--- src/rtl/onehot_hold_decoder.sv ---
// Re-expands a 3-bit code + IDLE beat into a held, registered one-hot line.
// Optional DEC_ERRCHK_EN adds err_sticky for idle beats carrying a code.
module onehot_hold_decoder #(
    parameter int HOLD_CYCLES = 4,
    parameter int CNT_W       = 8
) (
    input  logic             clk,
    input  logic             rst,
    input  logic             in_valid,
    output logic             in_ready,
    input  logic [2:0]       in_code,
    input  logic             in_idle,
    output logic [7:0]       out_onehot,
    output logic             out_valid,
    output logic [CNT_W-1:0] out_count
`ifdef DEC_ERRCHK_EN
    ,
    output logic             err_sticky
`endif
);

    typedef enum logic {
        S_READY,
        S_HOLD
    } state_t;

    localparam logic [7:0]       HOLD_LOAD = 8'(HOLD_CYCLES - 1);
    localparam logic [CNT_W-1:0] CNT_ONE   = CNT_W'(1);

    state_t           state, state_n;
    logic [7:0]       cnt, cnt_n;
    logic [7:0]       onehot_n;
    logic             valid_n;
    logic [CNT_W-1:0] count_n;
    logic             accept;

    // Ready depends only on registered state so it never loops through in_valid
    assign in_ready = (state == S_READY) || (cnt == 8'd0);
    assign accept   = in_valid && in_ready;

    always_comb begin
        state_n  = state;
        cnt_n    = cnt;
        onehot_n = out_onehot;
        valid_n  = out_valid;
        count_n  = out_count;
        unique case (1'b1)
            accept && !in_idle: begin
                onehot_n = 8'd1 << in_code;
                valid_n  = 1'b1;
                cnt_n    = HOLD_LOAD;
                state_n  = S_HOLD;
                count_n  = out_count + CNT_ONE;
            end
            accept && in_idle: begin
                onehot_n = 8'd0;
                valid_n  = 1'b0;
                cnt_n    = 8'd0;
                state_n  = S_READY;
            end
            !accept && (state == S_HOLD) && (cnt != 8'd0): begin
                cnt_n = cnt - 8'd1;
            end
            !accept && (state == S_HOLD) && (cnt == 8'd0): begin
                onehot_n = 8'd0;
                valid_n  = 1'b0;
                state_n  = S_READY;
            end
            default: begin
            end
        endcase
    end

    always_ff @(posedge clk or posedge rst) begin
        if (rst) begin
            state      <= S_READY;
            cnt        <= 8'd0;
            out_onehot <= 8'd0;
            out_valid  <= 1'b0;
            out_count  <= '0;
        end else begin
            state      <= state_n;
            cnt        <= cnt_n;
            out_onehot <= onehot_n;
            out_valid  <= valid_n;
            out_count  <= count_n;
        end
    end

`ifdef DEC_ERRCHK_EN
    // Idle beats must carry code 0; anything else latches until reset
    always_ff @(posedge clk or posedge rst) begin
        if (rst) begin
            err_sticky <= 1'b0;
        end else if (accept && in_idle && (in_code != 3'd0)) begin
            err_sticky <= 1'b1;
        end
    end
`endif

endmodule
--- config.mk ---
export PLATFORM = sky130hd
export DESIGN_NAME = onehot_hold_decoder
export DESIGN_NICKNAME = d
export VERILOG_FILES = /design/src/rtl/onehot_hold_decoder.sv
export SDC_FILE = /design/constraint.sdc
export NUM_CORES = 1
export LEC_CHECK = 0
export CELL_PAD_IN_SITES_DETAIL_PLACEMENT = 1
export CELL_PAD_IN_SITES_GLOBAL_PLACEMENT = 2
export CORE_MARGIN = 2
export CORE_UTILIZATION = 31
export CTS_BUF_LIST = sky130_fd_sc_hd__clkbuf_8 sky130_fd_sc_hd__clkbuf_16
export DETAILED_ROUTE_END_ITERATION = 8
export PLACE_DENSITY_LB_ADDON = 0.25
export RECOVER_POWER = 25
export SYNTH_ARGS = -nofsm -noshare
export SYNTH_HDL_FRONTEND = slang
export SYNTH_SLANG_ARGS = --single-unit
--- constraint.sdc ---
create_clock -name clk -period 2.82 [get_ports clk]
set_input_delay 0.423 -clock clk [delete_from_list [all_inputs] [get_ports clk]]
set_output_delay 0.423 -clock clk [all_outputs]
set_load 0.01 [all_outputs]
==> parameters.txt, run 1 <==
Parameter                              Value

Status
  Outcome    completed

Placed design
  Pre-CTS WS    455 ps
  Global placer's final weighted congestion    0.740
  Post-detailed-placement cell area    1510 µm²
  # port buffers    24
  DPL Wire Length    2020 µm

Floorplan
  Die height    66.0 µm
  Core ar.    3690 µm²
  I/O pin count    25
  Die Footprint    4350 µm²
  Number of rows created at floorplan    22
  Effective utilization at floorplan    0.323
  Width of the die    66.0 µm

Timing
  RSZ-0062 raised after global routing    no
  Final worst-path setup slack    145 ps
  Final-report setup violation count    0
  Worst clock skew    5.89 ps
  Actual transition at the worst max-transition pin    1350 ps
  Final slew viol count    0
  Highest clock frequency the design can meet    0.374 GHz
  Tcrit/Tclk final    0.949
  Max-slew headroom    0.0971
  Final min period    2680 ps
  Setup TNS    0 ps
  Total count of hold-check failures in the final report    0

Clocking
  Clock Pin Slew Worst Setup and Hold Paths    90 ps
  Maximum level of the CTS H-tree    1
  Clock tree from TritonCTS    done
  TritonCTS Buffers    3
  Number of clock sinks    25
  Clock Root Buffer    sky130_fd_sc_hd__clkbuf_8
  Clock network latency to the later pin of the worst-skew pair    270 ps
  Number of buffers inserted to repair setup after CTS    0
  # resized after CTS    0
  CTS Buffer Depth    2
  Hold Buf Count CTS    0

Final layout
  Antenna Diode Count    0
  Storage element area    626 µm²
  Most frequent standard cell in the layout excluding fill and tap cells    sky130_fd_sc_hd__dfrtp_1
  Multi-input gate area    532 µm²
  Fraction of final layout cells with drive strength greater than 1    0.0857
  Most used cells in the layout excluding fill and tap cells    sky130_fd_sc_hd__dfrtp_1 (25), sky130_fd_sc_hd__clkdlybuf4s50_1 (23), sky130_fd_sc_hd__nand2_1 (10)
  Final nets    151
  Fill count    438
  Area Overhead vs Synth    30.7%
  Final instance area    1560 µm²

Synth
  Sequential cell area fraction in the yosys report    0.526
  Synth Register Bits    25
  Post-Syn Area    1190 µm²
  Syn Inst Count    110
  Synthesized net count    120
  Number of warnings reported in the yosys synthesis log    0
  Number of library cell types mapped by synthesis    31
  Per-instance average area after synthesis    10.8 µm²

Power
  PD cells    886 nW/µm²
  Relative contribution of combinational cells to total power    0.414
  Total chip power    1.38 mW
  Sw Ratio    0.366
  Pleak    0.684 nW
  Largest vdd supply drop    455 µV
  Seq pwr share    0.427
  Switching power    0.505 mW
  Internal power    0.873 mW
  Share of power burned in the clock network    0.159

Job
  Total of max-cap violations    0

Min path
  Min-Delay Path Class    reg2reg
  Sink of the worst hold path    out_count[7]
  Cells on Worst Hold Path    1
  Hold Path Origin    out_count[7]

Drt
  DR iter-0 viols    23
  Routed length per instance    14.6 µm
  Vias    949
  Number of vias per cell    5.05
  Number of nets with antenna violations after routing    0
  Overall routed net length    2750 µm
  DRT Pass-1 Iters    4
  DRC errors left    0

Worst setup path
  Launch instance of the worst register-to-register path    cnt[0]
  Reg-to-reg endpoint    out_count[7]
  Setup CP Type    reg2out
  Arr. time, crit path    2250 ps
  Worst Setup Start Kind    flip-flop
  Largest fanout of any net on the critical path    4
  Highest cell delay on the worst timing path    530 ps
  Path depth of the worst reg2reg path    7
  Required @ worst endpoint    2400 ps
  Critical-path cell with the highest stage delay    sky130_fd_sc_hd__clkdlybuf4s50_1
  R2r setup slk    520 ps
  Most frequent cell on the critical path    sky130_fd_sc_hd__inv_1
  Worst-path cell chain    inv_1 -> ha_1 -> or4b_1 -> o21a_1 -> inv_1 -> clkdlybuf4s50_1
  Type of element capturing the critical path    primary output

Global route
  GRT Total Usage    0.145
  Wire length of the first global-routing pass    4680 µm
  Largest net degree at the start of global routing    26
  Via count of the first global-routing pass    1035
  GR Overflow Total    0
  Antenna violations before repair    0
==> layout make-up <==
class	instances	share of cell area
clock buffer	3	0.0265
sequential	25	0.402
clock inverter	1	0.00483
inverter	6	0.0145
multi-input combinational	77	0.342
tap	48	0.0386
timing repair buffer	28	0.171
==> worst max-delay path by stage <==
stage               cells past startpoint      endpoint  startpoint
floorplan                               7  out_count[1]      cnt[0]
global placement                        6      in_ready      cnt[0]
detailed placement                      6      in_ready      cnt[0]
CTS                                     6      in_ready      cnt[0]
global route                            6      in_ready      cnt[0]
finish                                  6      in_ready      cnt[0]
==> synth_stat cells <==
cell,instances,area share
sky130_fd_sc_hd__nand3_1,5,0.021
sky130_fd_sc_hd__mux2i_1,3,0.025
sky130_fd_sc_hd__nand2_1,10,0.032
sky130_fd_sc_hd__o21a_1,1,0.0063
sky130_fd_sc_hd__xnor2_1,4,0.029
sky130_fd_sc_hd__nand2b_1,1,0.0053
sky130_fd_sc_hd__a32o_1,4,0.034
sky130_fd_sc_hd__nor2_4,1,0.0095
sky130_fd_sc_hd__nand4b_1,1,0.0074
sky130_fd_sc_hd__a31o_2,1,0.0074
sky130_fd_sc_hd__mux2_2,2,0.019
sky130_fd_sc_hd__nor4_1,1,0.0053
sky130_fd_sc_hd__or3_1,2,0.011
sky130_fd_sc_hd__or4b_1,2,0.017
sky130_fd_sc_hd__a22o_1,4,0.029
sky130_fd_sc_hd__and3_1,3,0.016
sky130_fd_sc_hd__ha_1,3,0.032
sky130_fd_sc_hd__o41ai_1,2,0.015
sky130_fd_sc_hd__inv_1,6,0.019
sky130_fd_sc_hd__a21oi_1,2,0.0084
sky130_fd_sc_hd__buf_2,2,0.0084
sky130_fd_sc_hd__nor2b_1,3,0.016
sky130_fd_sc_hd__nor3_1,3,0.013
sky130_fd_sc_hd__dfrtp_1,25,0.53
sky130_fd_sc_hd__nand3b_1,1,0.0063
sky130_fd_sc_hd__a21boi_1,1,0.0063
sky130_fd_sc_hd__xor2_1,3,0.022
sky130_fd_sc_hd__o21ai_0,4,0.017
sky130_fd_sc_hd__nor3_2,1,0.0084
sky130_fd_sc_hd__a31oi_1,1,0.0053
sky130_fd_sc_hd__nor2_1,8,0.025
==> cell families (layout without fill, tap and decap cells) <==
kind of cell / after synthesis / count (layout) / synth area share
compound gates: 20 / 20 / 0.128
xor+xnor: 7 / 7 / 0.0515
fa+ha+maj: 3 / 3 / 0.0315
buf+inv: 8 / 38 / 0.0273
flops: 25 / 25 / 0.526
mux: 5 / 5 / 0.0442
simple gates: 42 / 42 / 0.191
==> critical path: cells and delay by family (launching register included) <==
| family | cells | cell delay [ps] |
|---|---|---|
| buf+inv | 3 | 720 |
| simple gates | 1 | 470 |
| flops | 1 | 420 |
| compound gates | 1 | 200 |
| fa+ha+maj | 1 | 170 |
==> per-stage QoR <==
stage               hold WS [ps]  std cells  utilization
finish                       477        188        0.422
global route                 498        188        0.422
CTS                          482        188        0.423
detailed placement           468        184        0.409
global placement             457        184        0.409
floorplan                    439        110            -
==> layer usage <==
metal / track usage / wire length [µm]
met1: 0.170 / 1220
met2: 0.247 / 1410
met3: 0.0426 / 100
met4: 0.0561 / 22
met5: 0 / 0
==> flip-flops by register name (all words and copies together), names as in the netlist <==
register and flops:
cnt 8, out_count 8, out_onehot 8, state 1
==> power groups by stage <==
stage	registers (mW)	logic [mW]	clock network (mW)
after global routing	0.606	0.631	0.247
after CTS	0.588	0.580	0.232
after detailed placement	0.592	0.578	0
after floorplan	0.599	0.306	0
after global placement	0.586	0.563	0
final	0.589	0.571	0.219
(Power assumes the default switching activity.)
==> inputs of run 2 (changes only) <==
--- a/config.mk
+++ b/config.mk
@@ -15,2 +15,3 @@
 export RECOVER_POWER = 25
+export SLEW_MARGIN = 15
 export SYNTH_ARGS = -nofsm -noshare
--- a/constraint.sdc
+++ b/constraint.sdc
@@ -3,2 +3,2 @@
 set_output_delay 0.423 -clock clk [all_outputs]
-set_load 0.01 [all_outputs]
+set_load 0.1 [all_outputs]
==> run 2 against run 1 <==
Die area stayed put. Largest cell class unchanged. Clock skew is 1.1 ps higher. Non-clock buffer count is 1 lower. Count of clock-buffer cells in the layout stayed put. Core utilization is 1.2 points lower. Maximum frequency is 2.7% higher. Clock power is 3% lower. First-iteration DRC count is 87% higher. Sequential power is 0.7% lower. Register-to-register slack hardly changed. Critical path depth stayed put.
==> parameters.txt, run 2 (synthesis gave the netlist of run 1 again) <==
Parameter                              Value

Status
  Outcome    completed

Floorplan
  Die height    66.0 µm
  Effective utilization at floorplan    0.323
  Core ar.    3690 µm²
  Width of the die    66.0 µm
  Number of rows created at floorplan    22
  Die Footprint    4350 µm²
  I/O pin count    25

Timing
  Actual transition at the worst max-transition pin    1390 ps
  Final min period    2600 ps
  Highest clock frequency the design can meet    0.384 GHz
  Worst clock skew    6.99 ps
  Final worst-path setup slack    215 ps
  Worst hold slack    484 ps
  Final-report setup violation count    0
  RSZ-0062 raised after global routing    no
  Setup TNS    0 ps
  Max-slew headroom    0.0738
  Total count of hold-check failures in the final report    0
  Tcrit/Tclk final    0.924
  Final slew viol count    0

Final layout
  Final instance area    1510 µm²
  Final nets    150
  Most used cells in the layout excluding fill and tap cells    sky130_fd_sc_hd__dfrtp_1 (25), sky130_fd_sc_hd__buf_4 (19), sky130_fd_sc_hd__nand2_1 (10)
  Antenna Diode Count    0
  Post-route non-filler standard cell count    187
  Final core area utilization    0.410
  Fill count    426
  Area Overhead vs Synth    27.1%
  Most frequent standard cell in the layout excluding fill and tap cells    sky130_fd_sc_hd__dfrtp_1
  Regs by FF count    cnt: 8 flops, out_count: 8 flops, out_onehot: 8 flops
  Fraction of final layout cells with drive strength greater than 1    0.209

Worst setup path
  Largest fanout of any net on the critical path    11
  Highest cell delay on the worst timing path    460 ps
  Critical-path cell with the highest stage delay    sky130_fd_sc_hd__or4b_1
  Required @ worst endpoint    2400 ps
  Arr. time, crit path    2180 ps
  Setup CP Type    reg2out
  Worst Setup Start Kind    flip-flop
  Type of element capturing the critical path    primary output
  Worst-path cell chain    inv_1 -> ha_1 -> or4b_1 -> o21a_1 -> inv_1 -> buf_12
  Most frequent cell on the critical path    sky130_fd_sc_hd__inv_1

Clocking
  Hold Buf Count CTS    0
  TritonCTS Buffers    3
  Number of clock sinks    25
  Number of buffers inserted to repair setup after CTS    0
  Clock Pin Slew Worst Setup and Hold Paths    90 ps
  Maximum level of the CTS H-tree    1
  # resized after CTS    0
  CTS Buffer Depth    2
  Clock Root Buffer    sky130_fd_sc_hd__clkbuf_8
  Clock network latency to the later pin of the worst-skew pair    270 ps
  Clock tree from TritonCTS    done

Job
  Total of max-cap violations    0

Drt
  DRT Pass-1 Iters    4
  Number of vias per cell    4.88
  DRC errors left    0
  Number of nets with antenna violations after routing    0
  Routed length per instance    14.3 µm
  Vias    913
  Overall routed net length    2680 µm
  DR iter-0 viols    43

Power
  Largest vdd supply drop    624 µV
  Relative contribution of combinational cells to total power    0.562
  Sw Ratio    0.532
  Pleak    0.715 nW
  PD cells    1200 nW/µm²
  Seq pwr share    0.321
  Share of power burned in the clock network    0.116
  Switching power    0.969 mW
  Total chip power    1.82 mW
  Internal power    0.853 mW

Global route
  Antenna violations before repair    0
  GRT Total Usage    0.138
  Largest net degree at the start of global routing    26
  GR Overflow Total    0
  Via count of the first global-routing pass    973
  Wire length of the first global-routing pass    4560 µm

Placed design
  Placed cells    183
  Post-detailed-placement cell area    1470 µm²
  DPL Wire Length    1980 µm
  Global placer's final weighted congestion    0.833
  # port buffers    24
  Pre-CTS WS    529 ps

Min path
  Min-Delay Path Class    reg2reg
## run 2: cell types whose count changed in the layout (fill, tap and decap cells not counted)
cell / before / now
sky130_fd_sc_hd__buf_12: 0 / 1
sky130_fd_sc_hd__buf_4: 3 / 19
sky130_fd_sc_hd__clkinv_2: 0 / 1
sky130_fd_sc_hd__clkdlybuf4s50_1: 23 / 5
sky130_fd_sc_hd__clkinvlp_4: 1 / 0
## run 2: power groups by stage
stage	logic [mW]	registers, mW	clock network [mW]
floorplan	0.347	1.02	0
global placement	1.02	0.590	0
detailed placement	1.03	0.591	0
CTS	1.04	0.585	0.223
global route	1.08	0.608	0.242
finish	1.02	0.585	0.212
## run 2: critical path, delay by kind of cell (launching register included)
| family | cells | cell delay (ps) |
|---|---|---|
| adder cells (fa/ha/maj) | 1 | 170 |
| AO/OA/AOI/OAI | 1 | 200 |
| flip-flops | 1 | 420 |
| buffers and inverters | 3 | 650 |
| AND/OR/NAND/NOR | 1 | 460 |
## run 2: cell type report
class,instances,area [µm²],area share
clock inverters,1,5.00,0.00331
well taps,48,60.1,0.0397
repair buffers,27,226,0.150
flip-flops and latches,25,626,0.414
multi-input cells,77,532,0.352
clock buffers,3,41.3,0.0273
inverters,6,22.5,0.0149
## run 2: path summary, 6_finish.rpt
kind	startpoint	end	slack [ps]	depth (start not counted)
min in group asynchronous	rst	out_count[2]	1050	3
max	cnt[0]	in_ready	220	6
max reg2reg	cnt[0]	out_count[7]	520	7
min	out_count[7]	out_count[7]	480	1
max in group asynchronous	rst	state	950	3
min reg2reg	out_count[7]	out_count[7]	480	1
## run 2: layer usage
metal  vias up  GRT usage  routed length [µm]
li1        454          -                   -
met1       442      0.188                1340
met2        15      0.212                1220
met3         2     0.0256                  94
met4         0     0.0612                  22
met5         -          0                   0
==> inputs of run 3 (changes only) <==
- GPL_ROUTABILITY_DRIVEN: unset -> 0
- SETUP_SLACK_MARGIN: unset -> 0.4
==> run 3 against run 2 <==
Count of clock-buffer cells in the layout did not move. Core utilization increased by 0.61 points. Highest routed layer unchanged. Sequential power grew 0.7%. Combinational power up 4%. Clock skew hardly changed. Largest cell class unchanged. Critical path type unchanged. Flip-flop and latch count unchanged. Register-to-register slack got worse by 30 ps. Worst setup slack gained 230 ps. Hold slack is essentially flat.
==> parameters.txt, run 3 (synthesis gave the netlist of run 1 again) <==
Parameter                              Value

Final layout
  Regs by FF count    cnt: 8 flops, out_count: 8 flops, out_onehot: 8 flops
  Antenna Diode Count    0
  Most frequent standard cell in the layout excluding fill and tap cells    sky130_fd_sc_hd__dfrtp_1
  Fraction of final layout cells with drive strength greater than 1    0.248
  Final nets    152
  Area Overhead vs Synth    29.0%
  Most used cells in the layout excluding fill and tap cells    sky130_fd_sc_hd__dfrtp_1 (25), sky130_fd_sc_hd__buf_4 (21), sky130_fd_sc_hd__nand2_1 (10)

Power
  PD cells    1210 nW/µm²
  Total chip power    1.86 mW
  Pleak    0.716 nW
  Largest vdd supply drop    626 µV

Worst setup path
  Arr. time, crit path    1950 ps
  Largest fanout of any net on the critical path    4
  Type of element capturing the critical path    primary output
  Setup CP Type    reg2out
  Required @ worst endpoint    2400 ps
  Worst Setup Start Kind    flip-flop

Floorplan
  I/O pin count    25
  Die height    66.0 µm
  Core ar.    3690 µm²
  Width of the die    66.0 µm
  Die Footprint    4350 µm²
  Effective utilization at floorplan    0.323
  Number of rows created at floorplan    22

Drt
  Routed length per instance    14.5 µm
  DRT Pass-1 Iters    4
  Number of vias per cell    4.86
  Number of nets with antenna violations after routing    0
  Vias    919
  DRC errors left    0
  DR iter-0 viols    30
  Overall routed net length    2730 µm

Timing
  Worst hold slack    484 ps
  Setup TNS    0 ps
  Max-slew headroom    0.0661
  Final-report setup violation count    0
  Total count of hold-check failures in the final report    0
  Worst clock skew    7.24 ps
  Actual transition at the worst max-transition pin    1400 ps
  RSZ-0062 raised after global routing    no
  Highest clock frequency the design can meet    0.421 GHz
  Tcrit/Tclk final    0.843
  Final slew viol count    0
  Final min period    2380 ps

Global route
  Layer carrying the most global-route usage    met2
  Largest net degree at the start of global routing    26
  Via count of the first global-routing pass    976
  GR Overflow Total    0
  Antenna violations before repair    0
  Met3 routing resource usage after global routing    0.0256
  GRT Total Usage    0.138
  Met1 track demand over resource    0.190
  Wire length of the first global-routing pass    4580 µm
  M2 GR Usage    0.212

Clocking
  Number of clock sinks    25
  Clock network latency to the later pin of the worst-skew pair    270 ps
  Clock tree from TritonCTS    done
  Hold Buf Count CTS    0
  CTS Buffer Depth    2
  TritonCTS Buffers    3
  Clock Root Buffer    sky130_fd_sc_hd__clkbuf_8
  Maximum level of the CTS H-tree    1
  Clock Pin Slew Worst Setup and Hold Paths    90 ps

Placed design
  DPL Wire Length    1980 µm
  # port buffers    24

Status
  Outcome    completed

Job
  Total of max-cap violations    0

Min path
  Min-Delay Path Class    reg2reg
==> run 3: cell count changes in the layout (fill, tap and decap cells not counted) <==
cell / before / now
sky130_fd_sc_hd__inv_2: 0 / 2
sky130_fd_sc_hd__or4b_4: 0 / 1
sky130_fd_sc_hd__buf_4: 19 / 21
sky130_fd_sc_hd__clkinvlp_4: 0 / 1
sky130_fd_sc_hd__inv_1: 6 / 3
sky130_fd_sc_hd__or4b_1: 2 / 1
==> run 3: critical path, stage by stage, from the launching register on <==
cell	delay (ps)
sky130_fd_sc_hd__dfrtp_1	430
sky130_fd_sc_hd__inv_2	90
sky130_fd_sc_hd__ha_1	170
sky130_fd_sc_hd__or4b_4	470
sky130_fd_sc_hd__o21a_1	240
sky130_fd_sc_hd__clkinvlp_4	100
sky130_fd_sc_hd__buf_12	170
==> run 3: area by class of cell <==
class | count | area (µm²)
sequential | 25 | 626
tap | 48 | 60.1
clock buffer | 3 | 41.3
inverter | 6 | 26.3
multi-input combinational | 77 | 536
timing repair buffer | 29 | 241
fill | 427 | 2150
clock inverter | 1 | 5.00
==> run 3: worst paths after layout <==
| kind | from | end | slack, ps | depth (start not counted) |
|---|---|---|---|---|
| max | cnt[0] | in_ready | 440 | 6 |
| min | out_count[7] | out_count[7] | 480 | 1 |
| max reg2reg | cnt[0] | out_count[7] | 490 | 7 |
| min reg2reg | out_count[7] | out_count[7] | 480 | 1 |
| max in group asynchronous | rst | state | 950 | 3 |
| min in group asynchronous | rst | out_count[2] | 1050 | 3 |
==> run 3: repair_timing <==
action | in CTS | in global routing
gates resized for setup | 1 | 3
endpoints found under the setup margin | 1 | 1
pin swaps | 0 | 1
buffers inserted | 1 | 1
==> run 3: metal layers <==
layer / up-vias / wire, µm
met1: 445 / 1330
met4: 0 / 22
met2: 15 / 1290
met5: - / 0
li1: 457 / -
met3: 2 / 95
==> run 3: per-stage QoR <==
stage                     cells  cell area (µm²)  worst slack, ps   util
after floorplan             110             1190              519      -
after global placement      183             1470              559  0.399
after detailed placement    183             1470              529  0.399
after CTS                   188             1530              432  0.414
after global routing        189             1540              374  0.416
final                       189             1540              443  0.416
==> run 3: where the power goes <==
| group | total (mW) | internal [mW] | leakage (nW) | switching [mW] |
|---|---|---|---|---|
| registers | 0.589 | 0.480 | 0.322 | 0.109 |
| clock network | 0.215 | 0.0989 | 0.0255 | 0.116 |
| logic | 1.06 | 0.297 | 0.369 | 0.761 |
| total | 1.86 | 0.876 | 0.716 | 0.986 |
